[config.mk]
export PLATFORM = sky130hd
export DESIGN_NAME = mux_arb_n
export DESIGN_NICKNAME = d
export VERILOG_FILES = /design/src/rtl/mux_arb_n.sv
export SDC_FILE = /design/constraint.sdc
export NUM_CORES = 1
export LEC_CHECK = 0
export BUFFER_PORTS_ARGS = -buffer_cell sky130_fd_sc_hd__buf_4
export CAP_MARGIN = 20
export CORE_UTILIZATION = 49
export CTS_BUF_LIST = sky130_fd_sc_hd__clkbuf_8 sky130_fd_sc_hd__clkbuf_16
export DETAILED_ROUTE_END_ITERATION = 10
export GPL_TIMING_DRIVEN = 0
export MAX_ROUTING_LAYER = met4
export PLACE_DENSITY = 0.88
export SYNTH_ARGS = -nofsm -noshare
export SYNTH_HDL_FRONTEND = slang
export SYNTH_SLANG_ARGS = --single-unit
[constraint.sdc]
create_clock -name clk -period 12.6 [get_ports clk]
set_input_delay 0.63 -clock clk [delete_from_list [all_inputs] [get_ports clk]]
set_output_delay 0.63 -clock clk [all_outputs]
set_load 0.05 [all_outputs]
[src/rtl/mux_arb_n.sv]
// N-channel registered multiplexer with valid/ready handshake, external one-hot or round-robin grant.
// Optional packet lock in round-robin mode when MUX_ARB_LOCK_EN is defined.
module mux_arb_n #(
  parameter int WIDTH = 32,
  parameter int N_CH  = 6,
  localparam int CH_W = (N_CH > 1) ? $clog2(N_CH) : 1
) (
  input  logic                    clk,
  input  logic                    reset_n,
  input  logic                    mode,
  input  logic [N_CH-1:0]         sel,
  input  logic [N_CH*WIDTH-1:0]   in_data,
  input  logic [N_CH-1:0]         in_valid,
`ifdef MUX_ARB_LOCK_EN
  input  logic [N_CH-1:0]         in_last,
`endif
  output logic [N_CH-1:0]         in_ready,
  output logic [WIDTH-1:0]        out_data,
  output logic [CH_W-1:0]         out_ch,
  output logic                    out_valid,
  input  logic                    out_ready,
  output logic                    sel_err,
  input  logic                    err_clr
);

  logic [WIDTH-1:0] ch_data [N_CH];
  logic [WIDTH-1:0] out_data_reg, out_data_next;
  logic [CH_W-1:0]  out_ch_reg, out_ch_next;
  logic             out_valid_reg, out_valid_next;
  logic             sel_err_reg, sel_err_next;
  logic [CH_W-1:0]  rr_ptr_reg, rr_ptr_next;

  logic             slot_free;
  logic             sel_zero, sel_onehot, sel_multi;
  logic [N_CH-1:0]  ext_grant;
  logic [N_CH-1:0]  rr_grant;
  logic [N_CH-1:0]  arb_grant;
  logic [N_CH-1:0]  grant;
  logic [CH_W-1:0]  grant_idx;
  logic             xfer;

  genvar gi;
  generate
    for (gi = 0; gi < N_CH; gi++) begin : g_unpack
      assign ch_data[gi] = in_data[gi*WIDTH +: WIDTH];
    end
  endgenerate

  assign slot_free  = !out_valid_reg || out_ready;
  assign sel_zero   = (sel == '0);
  assign sel_onehot = !sel_zero && ((sel & (sel - 1'b1)) == '0);
  assign sel_multi  = !sel_zero && !sel_onehot;
  assign ext_grant  = sel_onehot ? (sel & in_valid) : '0;

  // Rotating priority: first valid channel strictly after rr_ptr, with wrap.
  always_comb begin
    int unsigned idx;
    logic        found;
    rr_grant = '0;
    found    = 1'b0;
    idx      = 0;
    for (int k = 1; k <= N_CH; k++) begin
      idx = (int'(rr_ptr_reg) + k) % N_CH;
      if (!found && in_valid[idx]) begin
        found         = 1'b1;
        rr_grant[idx] = 1'b1;
      end
    end
  end

`ifdef MUX_ARB_LOCK_EN
  logic            lock_reg, lock_next;
  logic [CH_W-1:0] lock_ch_reg, lock_ch_next;
  logic [N_CH-1:0] lock_grant;

  // A locked packet owns the grant even while its source idles.
  always_comb begin
    lock_grant = '0;
    lock_grant[lock_ch_reg] = in_valid[lock_ch_reg];
  end

  assign arb_grant = lock_reg ? lock_grant : rr_grant;
`else
  assign arb_grant = rr_grant;
`endif

  assign grant = mode ? arb_grant : ext_grant;

  always_comb begin
    grant_idx = '0;
    for (int i = 0; i < N_CH; i++) begin
      if (grant[i]) grant_idx = CH_W'(i);
    end
  end

  assign xfer     = slot_free && (grant != '0);
  assign in_ready = grant & {N_CH{slot_free}};

  always_comb begin
    out_data_next  = out_data_reg;
    out_ch_next    = out_ch_reg;
    out_valid_next = out_valid_reg;
    if (xfer) begin
      out_data_next  = ch_data[grant_idx];
      out_ch_next    = grant_idx;
      out_valid_next = 1'b1;
    end else if (out_ready) begin
      out_valid_next = 1'b0;
    end
  end

  // Set has priority over clear; traffic never touches the flag.
  always_comb begin
    sel_err_next = sel_err_reg;
    if (!mode && sel_multi) begin
      sel_err_next = 1'b1;
    end else if (err_clr) begin
      sel_err_next = 1'b0;
    end
  end

`ifdef MUX_ARB_LOCK_EN
  always_comb begin
    rr_ptr_next  = rr_ptr_reg;
    lock_next    = lock_reg;
    lock_ch_next = lock_ch_reg;
    if (xfer && mode) begin
      if (in_last[grant_idx]) begin
        lock_next   = 1'b0;
        rr_ptr_next = grant_idx;
      end else begin
        lock_next    = 1'b1;
        lock_ch_next = grant_idx;
      end
    end
  end

  always_ff @(posedge clk or negedge reset_n) begin
    if (!reset_n) begin
      lock_reg    <= 1'b0;
      lock_ch_reg <= '0;
    end else begin
      lock_reg    <= lock_next;
      lock_ch_reg <= lock_ch_next;
    end
  end
`else
  always_comb begin
    rr_ptr_next = rr_ptr_reg;
    if (xfer && mode) rr_ptr_next = grant_idx;
  end
`endif

  always_ff @(posedge clk or negedge reset_n) begin
    if (!reset_n) begin
      out_data_reg  <= '0;
      out_ch_reg    <= '0;
      out_valid_reg <= 1'b0;
      sel_err_reg   <= 1'b0;
      rr_ptr_reg    <= CH_W'(N_CH - 1);
    end else begin
      out_data_reg  <= out_data_next;
      out_ch_reg    <= out_ch_next;
      out_valid_reg <= out_valid_next;
      sel_err_reg   <= sel_err_next;
      rr_ptr_reg    <= rr_ptr_next;
    end
  end

  assign out_data  = out_data_reg;
  assign out_ch    = out_ch_reg;
  assign out_valid = out_valid_reg;
  assign sel_err   = sel_err_reg;

endmodule

==> qor.log <==
[power] peak ir drop on the vdd network 0.236 mV
[worst_setup_path] kind of critical path flip-flop to output port
[synth] post-synthesis net count 796
[synth] Synth async-reset ratio 100%
[clock_tree] Clk Tree Root Cell clkbuf_8
[clock_tree] clock transition at the registers of the reported paths 0.09 ns
[power] Clock Power Share 4.5%
[worst_setup_path] Worst setup EP type output port
[layout] number of flip-flops in the largest register 32
[place] IO buf count 251
[place] detailed placement HPWL 15200 um
[synth] Post-Synthesis Cells 568
[power] Logic pwr share 85.7%
[power] P per Cell Area 388 nW/um^2
[synth] commonest register cell after synthesis dfrtp_1
[sta] share of the cycle needed by the critical path after routing 51.7%
[global_route] initial antenna violation count 0
[floorplan] core area 8810 sq um
[sta] Setup TNS 0 ns
[outcome] violated checks design-rule violations
[hold_path] type of the worst min-delay path primary input to asynchronous set/reset pin
[layout] antenna diode count 0
[synth] Synth warnings 0
[clock_tree] buffers inserted by post-CTS timing repair 0
[synth] count of distinct cell types in the synthesized netlist 74
[floorplan] DIE HEIGHT 97.9 um
[routing] average wire per cell in the routed design 20.0 um
[sta] number of endpoints failing setup at the final stage 0
[global_route] maximum number of pins on one net before global-route repair 41
[worst_setup_path] CP Max Fanout 10
[clock_tree] number of levels the H-tree was split into 2
[sta] maximum frequency from static timing analysis 0.153 GHz
[power] Total Power 0.00258 W
[routing] vias per inst 6.29
[routing] number of design-rule violations left by the first detailed-router iteration 482
[job] number of max-capacitance violations reported 0
[synth] number of synthesized flops with an enable pin 0
[synth] part of the Yosys area used for sequential elements 22.3%
[routing] aggregate routed wire length 18700 um
[global_route] first-pass GRT wire length 28200 um
[clock_tree] cts repair resizes 0
[worst_setup_path] Setup crit start kind flip-flop
[synth] syn_area_per_cell 7.93 sq um
[routing] post-route DRC violation count 8
[layout] final layout net count 1054
[sta] number of failing hold endpoints at the final stage 0
[sta] slew at the pin closest to its max-slew limit 1.05 ns
[routing] Detailed Routing Iterations Pass 1 10
[power] total internal power 0.00111 W
[power] reported net switching power 0.00146 W
[clock_tree] TritonCTS Sinks 40
[floorplan] row cnt 34
[layout] fraction of layout cells with a size suffix above 1 37.6%
[floorplan] Chip Width 97.9 um
[power] Static Leak 3.13 nW
[sta] post-layout min period 6.52 ns
[routing] antenna-violating nets left 0
[layout] non-filler instance count after layout 935
[floorplan] starting density of the core 51.2%
[layout] area overhead of the layout relative to synthesis 47.5%
[floorplan] DIE AREA 9580 sq um
[place] gpl congestion 0.963
[clock_tree] latest clock arrival within the worst-skew pair 0.30 ns
[place] number of cells after detailed placement 927
[worst_setup_path] CP required 11.97 ns
[layout] most used cells in the layout excluding fill and tap cells buf_4, nor2_1, nand2_1, a21oi_1, nand3_1
[synth] Seq cells post-synth 40
[worst_setup_path] WP data arrival 5.89 ns
[global_route] All-Layer GR Usage 38.6%
[synth] combined area of all synthesized cells 4500 sq um
[sta] final-report max-slew violation count 0
[power] part of the power in registers 9.8%
[global_route] leftover overflow at the end of global routing 0
[power] Sw Share 56.8%
[clock_tree] cts hold-fix bufs 0
[clock_tree] number of buffers added by the clock tree synthesis step 5
[clock_tree] CTS tree yes
[clock_tree] Max Root-Sink Buffers 2
[sta] Rel. slew slack 28.2%
[layout] Post-Route Utilization 75.5%
[layout] most common cell after layout, fill and taps aside buf_4
[routing] DR vias 5879
[global_route] number of global-route vias before repair 5634
[outcome] run status finished with violations
[floorplan] Top Ports 252
[sta] unrepaired setup endpoints after global routing false
[sta] final clock skew 0.00479 ns
[cells in the mapped netlist, types with 4 or more instances]
master,number,area [sq um]
buf_6,8,90.1
a22oi_1,32,240
clkbuf_1,21,78.8
nor2_1,66,248
a211oi_1,5,37.5
nand3_1,42,210
or3_1,4,25.0
nand2_1,52,195
nand2b_1,4,25.0
a221oi_1,32,280
buf_2,10,50.1
mux2i_1,13,130
ha_1,19,238
and3_1,6,37.5
dfrtp_1,38,951
nor3_1,11,55.1
a22o_1,32,280
a21oi_1,50,250
nor2b_1,6,37.5
buf_4,6,45.0
inv_1,17,63.8
o21ai_0,11,55.1
[layer usage]
layer	wire length [um]	track usage [%]
met5	0	-
met2	8930	63.1
met3	1350	6.44
met4	1220	23.1
met1	7160	44.5
[path summary, 6_finish.rpt]
kind / start / endpoint / slack, ns / cells after the start
min in group clk: out_ch[2] / out_ch[2] / 0.51 / 2
max: rr_ptr_reg[0] / in_ready[5] / 6.08 / 20
min reg2reg: out_ch[2] / out_ch[2] / 0.51 / 2
max reg2reg: rr_ptr_reg[0] / out_data[30] / 6.49 / 21
max in group asynchronous: reset_n / out_data[6] / 11.92 / 1
min: reset_n / out_ch[2] / 0.29 / 1
[power by group through the flow]
| stage | Sequential (W) | Clock (W) | Combinational, W |
|---|---|---|---|
| final | 0.000254 | 0.000116 | 0.00221 |
| after global routing | 0.000257 | 0.000120 | 0.00236 |
| after CTS | 0.000251 | 0.000115 | 0.00216 |
| after global placement | 0.000251 | 0 | 0.00210 |
| after detailed placement | 0.000252 | 0 | 0.00216 |
| after floorplan | 0.000426 | 0 | 0.00143 |
[worst max-delay path, stage by stage (launching register included)]
cell and delay (ns):
dfstp_2 0.57, buf_4 0.19, buf_2 0.27, buf_2 0.34, inv_1 0.23, ha_1 0.31
xor2_2 0.31, inv_1 0.13, ha_1 0.33, nand2b_1 0.19, or3_1 0.34, a32oi_2 0.24
o311ai_0 0.21, nor3b_2 0.25, a41oi_1 0.31, o21a_1 0.19, o211a_1 0.17, buf_4 0.19
clkbuf_1 0.51, nor2_1 0.09, buf_4 0.21
[through the flow]
| stage | cell area [sq um] | hold WS (ns) | setup slack, ns |
|---|---|---|---|
| 3_3_place_gp | 6520 | 0.473 | 6.78 |
| 6_report | 6650 | 0.294 | 6.08 |
| 2_1_floorplan | 4500 | 0.334 | 7.19 |
| 3_5_place_dp | 6520 | 0.494 | 6.57 |
| 4_1_cts | 6650 | 0.315 | 6.30 |
| 5_1_grt | 6650 | 0.338 | 5.85 |
[kinds of logic after synthesis]
family | count (synthesis) | share of synthesized area [%]
xor gates and xnor gates | 5 | 1.31
and+or+nand+nor | 209 | 22.6
AOI/OAI and AO/OA | 214 | 36.6
muxes | 18 | 4.39
adders and majority gates | 20 | 5.50
buffers and inverters | 62 | 7.28
DFF | 40 | 22.3
[layout make-up]
| class | instances | area [sq um] |
|---|---|---|
| inverter | 17 | 63.8 |
| clock buffer | 6 | 82.6 |
| timing repair buffer | 251 | 1880 |
| sequential | 40 | 1000 |
| tap | 108 | 135 |
| clock inverter | 2 | 38.8 |
| buffer | 45 | 264 |
| multi-input combinational | 466 | 3170 |
| fill | 653 | 2160 |
Power figures use the tool's default switching activity.
